**src/rtl/lsu_pkg.sv**
```systemverilog
// Shared load/store definitions: funct3 codes, FSM states, size and alignment helpers.
// Combinational helpers only; no state, no flow control.
package lsu_pkg;

    localparam logic [2:0] F3_LB  = 3'b000;
    localparam logic [2:0] F3_LH  = 3'b001;
    localparam logic [2:0] F3_LW  = 3'b010;
    localparam logic [2:0] F3_LD  = 3'b011;
    localparam logic [2:0] F3_LBU = 3'b100;
    localparam logic [2:0] F3_LHU = 3'b101;
    localparam logic [2:0] F3_LWU = 3'b110;
    localparam logic [2:0] F3_SB  = 3'b000;
    localparam logic [2:0] F3_SH  = 3'b001;
    localparam logic [2:0] F3_SW  = 3'b010;
    localparam logic [2:0] F3_SD  = 3'b011;

    typedef enum logic [2:0] {
        ST_IDLE  = 3'd0,
        ST_CHECK = 3'd1,
        ST_REQ   = 3'd2,
        ST_WAIT  = 3'd3,
        ST_RESP  = 3'd4
    } lsu_state_e;

    function automatic logic [3:0] size_bytes(input logic [1:0] sz);
        case (sz)
            2'b00:   return 4'd1;
            2'b01:   return 4'd2;
            2'b10:   return 4'd4;
            default: return 4'd8;
        endcase
    endfunction

    function automatic logic is_misaligned(input logic [1:0] sz, input logic [2:0] addr_lo);
        case (sz)
            2'b00:   return 1'b0;
            2'b01:   return addr_lo[0];
            2'b10:   return |addr_lo[1:0];
            default: return |addr_lo;
        endcase
    endfunction

endpackage

```
**src/rtl/lsu_lane_align.sv**
```systemverilog
// Byte-lane steering: store mask/data shifted into lanes, load data extracted and extended.
// Purely combinational, zero latency, no backpressure.
module lsu_lane_align
    import lsu_pkg::*;
#(
    parameter int DATA_W = 32,
    localparam int NB    = DATA_W / 8,
    localparam int OFF_W = $clog2(NB)
) (
    input  logic [2:0]        funct3_i,
    input  logic [OFF_W-1:0]  off_i,
    input  logic [DATA_W-1:0] wdata_i,
    input  logic [DATA_W-1:0] rdata_i,
    output logic [NB-1:0]     mask_o,
    output logic [DATA_W-1:0] wdata_o,
    output logic [DATA_W-1:0] rdata_o
);

    logic [NB-1:0]     size_mask;
    logic [DATA_W-1:0] shifted;

    always_comb begin
        size_mask = '0;
        for (int i = 0; i < NB; i++) begin
            size_mask[i] = (4'(i) < size_bytes(funct3_i[1:0]));
        end
        mask_o  = size_mask << off_i;
        wdata_o = wdata_i << {off_i, 3'b000};
        shifted = rdata_i >> {off_i, 3'b000};
        case (funct3_i)
            F3_LB:   rdata_o = DATA_W'($signed(shifted[7:0]));
            F3_LH:   rdata_o = DATA_W'($signed(shifted[15:0]));
            F3_LW:   rdata_o = DATA_W'($signed(shifted[31:0]));
            F3_LBU:  rdata_o = DATA_W'(shifted[7:0]);
            F3_LHU:  rdata_o = DATA_W'(shifted[15:0]);
            F3_LWU:  rdata_o = DATA_W'(shifted[31:0]);
            default: rdata_o = shifted;
        endcase
    end

endmodule

```
**src/rtl/lsu_mem_port.sv**
```systemverilog
// Multi-cycle load/store unit: one access at a time over a req/gnt/rvalid memory port; min latency 3 cycles, trap 2.
// Response is an unstallable pulse; request stalls while busy. LSU_TIMEOUT_EN adds a REQ/WAIT watchdog.
module lsu_mem_port
    import lsu_pkg::*;
#(
    parameter int DATA_W         = 32,
    parameter int ADDR_W         = 32,
    parameter int TIMEOUT_CYCLES = 255
) (
    input  logic                  i_clk,
    input  logic                  i_rst_n,
    input  logic                  i_req_valid,
    output logic                  o_req_ready,
    input  logic                  i_req_we,
    input  logic [2:0]            i_req_funct3,
    input  logic [ADDR_W-1:0]     i_req_addr,
    input  logic [DATA_W-1:0]     i_req_wdata,
    output logic                  o_rsp_valid,
    output logic [DATA_W-1:0]     o_rsp_rdata,
    output logic                  o_rsp_trap,
    output logic                  o_mem_req,
    input  logic                  i_mem_gnt,
    output logic [ADDR_W-1:0]     o_mem_addr,
    output logic                  o_mem_wen,
    output logic [DATA_W/8-1:0]   o_mem_mask,
    output logic [DATA_W-1:0]     o_mem_wdata,
    input  logic                  i_mem_rvalid,
    input  logic [DATA_W-1:0]     i_mem_rdata,
    input  logic                  i_mem_err
);

    localparam int NB    = DATA_W / 8;
    localparam int OFF_W = $clog2(NB);

    lsu_state_e        state_q, state_d;
    logic              we_q;
    logic [2:0]        funct3_q;
    logic [ADDR_W-1:0] addr_q;
    logic [DATA_W-1:0] wdata_q;
    logic [ADDR_W-1:0] mem_addr_q;
    logic [NB-1:0]     mem_mask_q;
    logic [DATA_W-1:0] mem_wdata_q;
    logic [DATA_W-1:0] rdata_q;
    logic              trap_q;

    logic [NB-1:0]     lane_mask;
    logic [DATA_W-1:0] lane_wdata;
    logic [DATA_W-1:0] lane_rdata;
    logic              bad_access;
    logic              complete;
    logic              timeout;

    lsu_lane_align #(.DATA_W(DATA_W)) u_align (
        .funct3_i (funct3_q),
        .off_i    (addr_q[OFF_W-1:0]),
        .wdata_i  (wdata_q),
        .rdata_i  (i_mem_rdata),
        .mask_o   (lane_mask),
        .wdata_o  (lane_wdata),
        .rdata_o  (lane_rdata)
    );

    // Doubleword and lwu exist only on a 64-bit datapath; signed store sizes do not exist.
    assign bad_access = (funct3_q == 3'b111)
                     || ((DATA_W == 32) && ((funct3_q == F3_LD) || (funct3_q == F3_LWU)))
                     || (we_q && funct3_q[2])
                     || is_misaligned(funct3_q[1:0], addr_q[2:0]);

    assign complete = ((state_q == ST_REQ) && i_mem_gnt && i_mem_rvalid)
                   || ((state_q == ST_WAIT) && i_mem_rvalid);

`ifdef LSU_TIMEOUT_EN
    logic [15:0] wdog_q;

    always_ff @(posedge i_clk) begin
        if (!i_rst_n) begin
            wdog_q <= '0;
        end else if ((state_q == ST_REQ) || (state_q == ST_WAIT)) begin
            wdog_q <= wdog_q + 16'd1;
        end else begin
            wdog_q <= '0;
        end
    end

    assign timeout = ((state_q == ST_REQ) || (state_q == ST_WAIT))
                  && (wdog_q >= 16'(TIMEOUT_CYCLES - 1));
`else
    assign timeout = 1'b0;
`endif

    always_ff @(posedge i_clk) begin
        if (!i_rst_n) begin
            state_q <= ST_IDLE;
        end else begin
            state_q <= state_d;
        end
    end

    always_comb begin
        state_d = state_q;
        case (state_q)
            ST_IDLE:  if (i_req_valid) state_d = ST_CHECK;
            ST_CHECK: state_d = bad_access ? ST_RESP : ST_REQ;
            ST_REQ: begin
                if (complete)       state_d = ST_RESP;
                else if (i_mem_gnt) state_d = ST_WAIT;
                else if (timeout)   state_d = ST_RESP;
            end
            ST_WAIT:  if (complete || timeout) state_d = ST_RESP;
            ST_RESP:  state_d = ST_IDLE;
            default:  state_d = ST_IDLE;
        endcase
    end

    always_comb begin
        o_req_ready = (state_q == ST_IDLE);
        o_mem_req   = (state_q == ST_REQ);
        o_rsp_valid = (state_q == ST_RESP);
        o_rsp_trap  = (state_q == ST_RESP) && trap_q;
        o_rsp_rdata = (state_q == ST_RESP) ? rdata_q : '0;
    end

    assign o_mem_addr  = mem_addr_q;
    assign o_mem_wen   = we_q;
    assign o_mem_mask  = mem_mask_q;
    assign o_mem_wdata = mem_wdata_q;

    always_ff @(posedge i_clk) begin
        if (!i_rst_n) begin
            we_q        <= 1'b0;
            funct3_q    <= '0;
            addr_q      <= '0;
            wdata_q     <= '0;
            mem_addr_q  <= '0;
            mem_mask_q  <= '0;
            mem_wdata_q <= '0;
            rdata_q     <= '0;
            trap_q      <= 1'b0;
        end else begin
            case (state_q)
                ST_IDLE: begin
                    if (i_req_valid) begin
                        we_q     <= i_req_we;
                        funct3_q <= i_req_funct3;
                        addr_q   <= i_req_addr;
                        wdata_q  <= i_req_wdata;
                    end
                end
                ST_CHECK: begin
                    rdata_q <= '0;
                    trap_q  <= bad_access;
                    if (!bad_access) begin
                        mem_addr_q  <= {addr_q[ADDR_W-1:OFF_W], {OFF_W{1'b0}}};
                        mem_mask_q  <= lane_mask;
                        mem_wdata_q <= lane_wdata;
                    end
                end
                ST_REQ, ST_WAIT: begin
                    if (complete) begin
                        trap_q  <= i_mem_err;
                        rdata_q <= (i_mem_err || we_q) ? '0 : lane_rdata;
                    end else if (timeout) begin
                        trap_q  <= 1'b1;
                        rdata_q <= '0;
                    end
                end
                default: ;
            endcase
        end
    end

endmodule

```
**config.mk**
```make
export PLATFORM = sky130hd
export DESIGN_NAME = lsu_mem_port
export DESIGN_NICKNAME = d
export VERILOG_FILES = /design/src/rtl/lsu_pkg.sv /design/src/rtl/lsu_lane_align.sv /design/src/rtl/lsu_mem_port.sv
export SDC_FILE = /design/constraint.sdc
export NUM_CORES = 1
export LEC_CHECK = 0
export BUFFER_PORTS_ARGS = -buffer_cell sky130_fd_sc_hd__buf_2
export CORE_ASPECT_RATIO = 1.75
export CORE_MARGIN = 2
export CORE_UTILIZATION = 53
export CTS_CLUSTER_DIAMETER = 40
export DETAILED_ROUTE_END_ITERATION = 16
export HOLD_SLACK_MARGIN = 0.1
export PLACE_DENSITY_LB_ADDON = 0.1
export SETUP_SLACK_MARGIN = 0.05
export SYNTH_ARGS = -nofsm -noshare
export SYNTH_HDL_FRONTEND = slang
export SYNTH_HIERARCHICAL = 1
export SYNTH_SLANG_ARGS = --single-unit
```
**constraint.sdc**
```tcl
create_clock -name i_clk -period 2.2 [get_ports i_clk]
set_clock_uncertainty 0.15 [all_clocks]
set_input_delay 0.66 -clock i_clk [delete_from_list [all_inputs] [get_ports i_clk]]
set_output_delay 0.66 -clock i_clk [all_outputs]
set_load 0.05 [all_outputs]
```
======== Word level (Yosys, flattened, before mapping) ========
Index checks and enable logic that the tools add are counted.
storage, ports and cells
  bits in registers ....................... 170
  output and inout port bits .............. 105
  logic and storage cells ................. 71
cells by class
  $lt $le $gt $ge ......................... 4
  equal/unequal tests ..................... 16
  shift-type cells ........................ 3
  muxes and demuxes ....................... 15
  bitwise operators ....................... 1
  reductions and logical operators ........ 22
operators with widths
  cell                number
  $pmux 32 s4         1
  $mux 32             3
  $pmux 32 s2         1
  $shl 32x5->32       1
  $shr 32x5->32       1
  $eq 3x3->1 const B  5
  $mux 3              5
  $pmux 3 s4          1
  $pmux 4 s3          1
  $eq 3x2->1 const B  3
  $lt 1x4->1 const A  2
  $lt 2x4->1 const A  2
  $eq 3x1->1 const B  2
  $logic_not 3->1     2
  $logic_or 1x1->1    6
  $ne 2x2->1 const B  3
  $reduce_and 2->1    3
  $logic_and 1x1->1   5
  $reduce_or 2->1     2
  $shl 4x2->4         1
  $ne 3x1->1 const B  1
  $pmux 1 s3          1
  $reduce_and 3->1    1
  $reduce_or 3->1     1
  7 further kinds     7

======== Logic depth before layout (Yosys ltp) ========
Gate-level depths: netlist of the first run.
  depth after elaboration ................. 7
  gate-level depth with buffers ........... 9

======== Hierarchy ========
Netlist of the first run, hierarchy kept.
by module, submodules not included
  module          instances  cells each  area an instance (sq um)
  lsu_mem_port    1          807         6,399.9
  lsu_lane_align  1          196         1,252.5

======== Least setup slack after synthesis of the first run ========
Ideal clock, no wire load.
  path kind ............................... flip-flop to output port
  start point ............................. reg state_q[2]
  end point ............................... out o_rsp_rdata[22]
  arrival time ............................ 2,020 ps
  required time ........................... 1,390 ps
  slack ................................... -630 ps
  stages on the path, launching flop included .. 5
  cell sequence ........................... dfxtp_1 > inv_1 > nor3_1 > clkbuf_1 > and2_1
between the ends
  longest elaborated chain between the ends .. 2
RTL lines
  what                    RTL line             RTL
  from (decl)             lsu_mem_port.sv:35   lsu_state_e state_q, state_d;
  from (signal assigned)  lsu_mem_port.sv:95   state_q <= state_d;
  $eq 3x3->1              --
  via o_rsp_valid         lsu_mem_port.sv:18   output logic o_rsp_valid,
  $mux 32                 lsu_mem_port.sv:120  o_rsp_rdata = (state_q == ST_RESP) ? rdata_q : '0;
  to (decl)               lsu_mem_port.sv:19   output logic [DATA_W-1:0] o_rsp_rdata,
The timed path passes the listed nets, and every way through them passes these cells.

======== Worst setup path after layout of the first run ========
  start point ............................. reg state_q[0]
  end point ............................... out o_rsp_rdata[28]
between the ends
  longest elaborated chain between the ends .. 2
RTL lines
  what        RTL line
  $eq 3x3->1  lsu_mem_port.sv:120
  $mux 32     lsu_mem_port.sv:120
No other way between the ends.

==> results of run 1 <==
-- per-layer routing --
metal	track usage, %	wire [um]
met1	33.41	8677
met2	46.23	11280
met3	5.784	1344
met4	12.19	810
met5	0	0
-- cells by family (layout without fill, tap and decap cells) --
family                 Yosys count  in the layout
AOI/OAI and AO/OA              240            240
DFF                            170            170
other                            1              3
buffers and inverters           94            282
muxes                           37             37
and+or+nand+nor                461            461
-- per-stage QoR --
stage / util [%] / instances
floorplan: - / 1004
global placement: 62.95 / 1328
detailed placement: 62.95 / 1328
CTS: 69.99 / 1366
global route: 70.96 / 1372
finish: 70.98 / 1373
-- worst max-delay path, stage by stage, from the launching register on --
cell,delay (ps)
dfxtp_2,340
nor3_4,230
buf_6,190
buf_16,140
and2_4,160
buf_8,140
-- final cells by class --
| type | instances | area, sq um |
|---|---|---|
| multi-input cells | 740 | 3901 |
| fillers | 1239 | 4128 |
| clock buffers | 19 | 454.2 |
| flip-flops and latches | 170 | 3415 |
| clock inverters | 13 | 127.6 |
| repair buffers | 246 | 1954 |
| inverters | 4 | 16.27 |
| diodes | 1 | 2.502 |
| well taps | 180 | 225.2 |
-- final timing paths --
path | depth (start not counted) | end | slack (ps) | from
hold reg to reg | 2 | o_mem_addr[13]$_SDFFE_PN0P_ | 290 | o_mem_addr[13]$_SDFFE_PN0P_
setup / recovery | 5 | o_rsp_rdata[28] | -240 | state_q[0]$_SDFFE_PN0P_
hold / removal | 2 | o_mem_addr[13]$_SDFFE_PN0P_ | 290 | o_mem_addr[13]$_SDFFE_PN0P_
setup reg to reg | 8 | wdata_q[11]$_SDFFE_PN0P_ | 210 | state_q[0]$_SDFFE_PN0P_
-- sequential cells by signal, indices dropped and copies added (netlist names) --
register,flops
o_mem_mask,4
o_mem_wen,1
trap_q,1
o_mem_addr,30
wdata_q,32
addr_q,32
state_q,3
funct3_q,3
rdata_q,32
o_mem_wdata,32
-- power groups by stage --
stage,logic [uW],clock network [uW],registers (uW)
after floorplan,1120,0,3650
after global placement,1750,0,3480
after detailed placement,1760,0,3490
after CTS,1810,2990,3420
after global routing,2050,3110,3440
final,1880,2940,3420
-- repair_timing --
action,CTS,global route
gates cloned,2,2
endpoints found under the setup margin,36,52
pin swaps,8,17
resized for setup,104,12
hold endpoints to repair,0,0
buffers inserted,5,5
-- cell usage after synthesis, types with 2 or more instances --
| library cell | instances | area (sq um) |
|---|---|---|
| nand2b_1 | 4 | 25.02 |
| nand3_1 | 99 | 495.5 |
| a21oi_1 | 120 | 600.6 |
| dfxtp_1 | 170 | 3403 |
| buf_1 | 2 | 7.510 |
| nor2_1 | 31 | 116.4 |
| nor3_1 | 3 | 15.01 |
| mux2i_1 | 36 | 360.4 |
| and2_1 | 42 | 262.8 |
| o21ai_1 | 12 | 60.06 |
| o21ai_2 | 2 | 17.52 |
| nand2_1 | 260 | 975.9 |
| inv_1 | 4 | 15.01 |
| a31oi_1 | 2 | 12.51 |
| buf_6 | 11 | 123.9 |
| clkbuf_1 | 44 | 165.2 |
| o21ai_0 | 71 | 355.3 |
| nor2b_1 | 17 | 106.4 |
| a211oi_1 | 23 | 172.7 |
| buf_4 | 6 | 45.04 |
| buf_2 | 26 | 130.1 |
==> flow_summary.json, run 1 <==
{
  "grt_max_degree": 86,
  "cts_tree": "yes",
  "die_area_sq_mm": 0.01545,
  "p_sw_share_pct": 32.43,
  "num_vias": 7536,
  "clock_latency_ps": 410,
  "drc_errors": 0,
  "synth_simple_gate_area_share_pct": 26.75,
  "syn_area_sq_mm": 0.007652,
  "cts_buffer_depth": 2,
  "portBuffers": 208,
  "clockPowerShare_pct": 35.7,
  "final_area_sq_mm": 0.01010,
  "period_minus_slack_ps": 2438,
  "start_util_pct": 53.80,
  "cts.sinks": 170,
  "critPathRequiredTime_ps": 1390,
  "intPower_uw": 5573,
  "rsz0062_at_grt": "true",
  "drive_gt1_share_pct": 28.02,
  "cp-start-kind": "flip-flop",
  "area_delta_synth_final_pct": 31.93,
  "switchingPower_uw": 2674,
  "mostFrequentLayoutCells": "nand2_1, buf_2, dfxtp_1",
  "yosys_warnings": 6,
  "grt_pass1_vias": 6754,
  "violations": "setup timing",
  "yosys.cell_types.count": 39,
  "synth_edf_count": 0,
  "holdBufCountCts": 0,
  "h-tree-depth": 4,
  "synth_ff_type": "dfxtp_1",
  "syn_inst": 1003,
  "drt-initial-drc-count": 505,
  "vdd_drop_max_mv": 0.6102,
  "post-place-ws_ps": -163.8,
  "die_y_um": 163.0,
  "drtPass1Iterations": 7,
  "yosysSeqAreaShare_pct": 44.47,
  "synth_fa_ha_area_share_pct": 0,
  "clkTransAtPathRegs_ps": 70,
  "grt_util_all_layers_pct": 27.50,
  "ant_nets": 0,
  "synthXorXnorAreaFrac_pct": 0,
  "grt_overflow": 0,
  "worst_slack_ps": -237.8,
  "synth-compound-area-share_pct": 17.41,
  "crit_path_end_kind": "primary output",
  "crit_fanout": 8,
  "slew_viol_final": 0,
  "async_flop_share_pct": 0,
  "critPathKind": "flip-flop to primary output",
  "gp_congestion": 0.8781,
  "synth_top_family_by_area": "simple AND/OR/NAND/NOR gates",
  "finalSetupViolCount": 34,
  "antenna_found_initial": 1,
  "leakage_uw": 0.004076,
  "hold_ws_ps": 294.4,
  "drv_cap": 0,
  "wirelength_mm": 22.11,
  "hold_path_class": "flip-flop to flip-flop",
  "dp_hpwl_mm": 14.35,
  "rows": 58,
  "design.core.area_sq_mm": 0.01422,
  "die_w_um": 94.83,
  "grt_pass1_wl_mm": 33.82,
  "yosys_register_bits": 170,
  "tightest_slew_ps": 497.3,
  "syn_avg_cell_area_sq_um": 7.629,
  "power.share.combinational_pct": 22.8,
  "power_density_mw_per_mm2": 816.9,
  "wl_per_cell_um": 16.10,
  "mostFrequentLayoutCell": "nand2_1",
  "avgViaCountPerCell": 5.489,
  "status": "complete, but fails checks",
  "max_slew_margin_pct": 66.43,
  "fmax_mhz": 410.2,
  "power_uw": 8247,
  "cts_buffers": 17,
  "hold_violations": 0,
  "power_frac_seq_pct": 41.5,
  "cts-root-buf": "clkbuf_16",
  "critical_path_arrival_ps": 1630,
  "synthMuxAreaShare_pct": 4.889,
  "min_period_over_period_pct": 110.8,
  "dpl_cell_area_sq_mm": 0.008954,
  "tns_ps": -7159,
  "ios": 211,
  "final_nets": 1285
}
Power figures use the tool's default switching activity.
==> inputs of run 2 (changes only) <==
==> constraint.sdc (replaced) <==
create_clock -name i_clk -period 2.2 [get_ports i_clk]
set_clock_uncertainty 0.15 [all_clocks]
set_input_delay 0.11 -clock i_clk [delete_from_list [all_inputs] [get_ports i_clk]]
set_output_delay 0.11 -clock i_clk [all_outputs]
set_load 0.05 [all_outputs]
==> run 2 against run 1 <==
Against the previous run: the flow now finishes without violations; count of clock-buffer cells in the layout is the same; total power grew 0.74%; clock power grew 2%; via count grew 3.2%; first-iteration DRC count shrank 4.0%; register-to-register slack is essentially flat; sequential power is essentially flat; sequential share of layout area shrank 0.74 points; critical endpoint is now o_rsp_rdata[7]; largest cell class unchanged; largest power group unchanged.
==> flow_summary.json, run 2 (synthesis results as in run 1) <==
{
  "dp_hpwl_mm": 14.20,
  "ios": 211,
  "rsz0062_at_grt": "true",
  "die_y_um": 163.0,
  "drt-initial-drc-count": 485,
  "wl_per_cell_um": 15.10,
  "clockPowerShare_pct": 36.0,
  "vdd_drop_max_mv": 0.6513,
  "slowest_delay_ps": 410,
  "drtPass1Iterations": 5,
  "cts-root-buf": "clkbuf_16",
  "post-route-util_pct": 72.56,
  "reg2reg_setup_slack_ps": 200,
  "cts_tree": "yes",
  "crit_chain": "inv_1 > nor3_2 > buf_12 > and2_1 > buf_2",
  "start_util_pct": 53.80,
  "period_minus_slack_ps": 2035,
  "hold_violations": 0,
  "power.share.combinational_pct": 22.7,
  "leakage_uw": 0.004256,
  "cts_buffer_depth": 2,
  "power_density_mw_per_mm2": 805.0,
  "intPower_uw": 5598,
  "critPathRequiredTime_ps": 1940,
  "reg2reg_from": "addr_q[0]$_SDFFE_PN0P_",
  "grt_max_degree": 88,
  "grt_pass1_wl_mm": 34.53,
  "mostFrequentLayoutCells": "nand2_1, buf_2, dfxtp_1",
  "clock_latency_ps": 420,
  "slew_viol_final": 0,
  "cp-start-kind": "flip-flop",
  "crit_path_end_kind": "primary output",
  "status": "finished, final reports clean",
  "max_slew_margin_pct": 65.76,
  "min_period_over_period_pct": 92.52,
  "mostFrequentLayoutCell": "nand2_1",
  "final_nets": 1366,
  "tns_ps": 0,
  "portBuffers": 208,
  "wirelength_mm": 21.96,
  "antenna_found_initial": 0,
  "critical_path_arrival_ps": 1780,
  "grt_util_all_layers_pct": 28.09,
  "cts.sinks": 170,
  "rows": 58,
  "rr_endpoint": "rdata_q[3]$_SDFFE_PN0P_",
  "drive_gt1_share_pct": 22.31,
  "fmax_mhz": 491.3,
  "drv_cap": 0,
  "p_sw_share_pct": 32.62,
  "cts_buffers": 17,
  "rr_worst_depth": 7,
  "die_area_sq_mm": 0.01545,
  "area_delta_synth_final_pct": 34.88,
  "h-tree-depth": 4,
  "endpoint": "o_rsp_rdata[7]",
  "hold_path_class": "input port to flip-flop",
  "num_vias": 7779,
  "switchingPower_uw": 2711,
  "cp_slowest_cell": "dfxtp_4",
  "clkTransAtPathRegs_ps": 70,
  "gp_congestion": 0.8610,
  "die_w_um": 94.83,
  "design.core.area_sq_mm": 0.01422,
  "avgViaCountPerCell": 5.350,
  "critPathKind": "flip-flop to primary output",
  "grt_overflow": 0,
  "post-place-ws_ps": 245.8,
  "finalSetupViolCount": 0,
  "grt_pass1_vias": 7116,
  "tightest_slew_ps": 511.8,
  "worst_slack_ps": 164.6,
  "ant_nets": 0,
  "startpoint": "state_q[2]$_SDFFE_PN0P_",
  "crit_fanout": 34,
  "power_frac_seq_pct": 41.3,
  "drc_errors": 0
}
-- run 2: cell count changes in the layout (fill, tap and decap cells not counted), sizes merged --
cell	before	now
dlygate4sd3	0	95
buf	244	226
inv	9	14
clkbuf	21	25
clkinv	4	1
clkinvlp	3	1
-- run 2: power by group through the flow --
stage,clock (uW),sequential (uW),combinational [uW]
6_report,2990,3430,1890
5_1_grt,3160,3450,2060
4_1_cts,3040,3430,1870
3_5_place_dp,0,3500,1720
3_3_place_gp,0,3490,1710
2_1_floorplan,0,3650,1120
-- run 2: how the worst min path moves through the flow --
stage / startpoint / end / cells past startpoint / slack (ps)
after CTS: i_mem_rdata[23] / rdata_q[23]$_SDFFE_PN0P_ / 5 / 110
final: i_mem_rdata[23] / rdata_q[23]$_SDFFE_PN0P_ / 5 / 110
after global routing: i_mem_rdata[23] / rdata_q[23]$_SDFFE_PN0P_ / 5 / 160
after detailed placement: i_req_addr[9] / addr_q[9]$_SDFFE_PN0P_ / 3 / 210
after floorplan: i_req_wdata[24] / wdata_q[24]$_SDFFE_PN0P_ / 2 / 100
after global placement: i_req_addr[3] / addr_q[3]$_SDFFE_PN0P_ / 3 / 200
-- run 2: layer usage --
layer | global-route usage [%] | up-vias | share of wire [%]
met3 | 5.831 | 48 | 5.7
met4 | 11.26 | 0 | 3.1
met1 | 32.78 | 3579 | 40
met2 | 49.29 | 254 | 52
li1 | - | 3898 | -
met5 | 0 | - | 0
-- run 2: timing repair --
item                       CTS  global route
hold buffers                95             0
setup buffers                0             0
setup endpoints to repair   33            43
hold endpoints to repair   105             0
resized for setup            1            11
-- run 2: area by class of cell --
type / instances / area, sq um
antenna: 1 / 2.502
clock buffer: 19 / 442.9
clock inverter: 13 / 146.4
fill: 1203 / 3902
inverter: 4 / 16.27
multi-input combinational: 740 / 3789
sequential: 170 / 3415
tap: 180 / 225.2
timing repair buffer: 327 / 2285
-- run 2: stage by stage --
| step | area, sq um | power, uW | cells | hold WS (ps) |
|---|---|---|---|---|
| after floorplan | 7664 | 4766 | 1004 | 95.96 |
| after global placement | 8750 | 5194 | 1326 | 201.3 |
| after detailed placement | 8750 | 5217 | 1326 | 206.1 |
| after CTS | 10290 | 8335 | 1453 | 109.3 |
| after global routing | 10320 | 8669 | 1453 | 155.7 |
| final | 10320 | 8308 | 1454 | 105.9 |
-- run 2: worst max-delay path, delay by kind of cell (launching register included) --
| family | cells | cell delay [ps] |
|---|---|---|
| flip-flops | 1 | 410 |
| AND/OR/NAND/NOR | 2 | 400 |
| buffers and inverters | 3 | 550 |
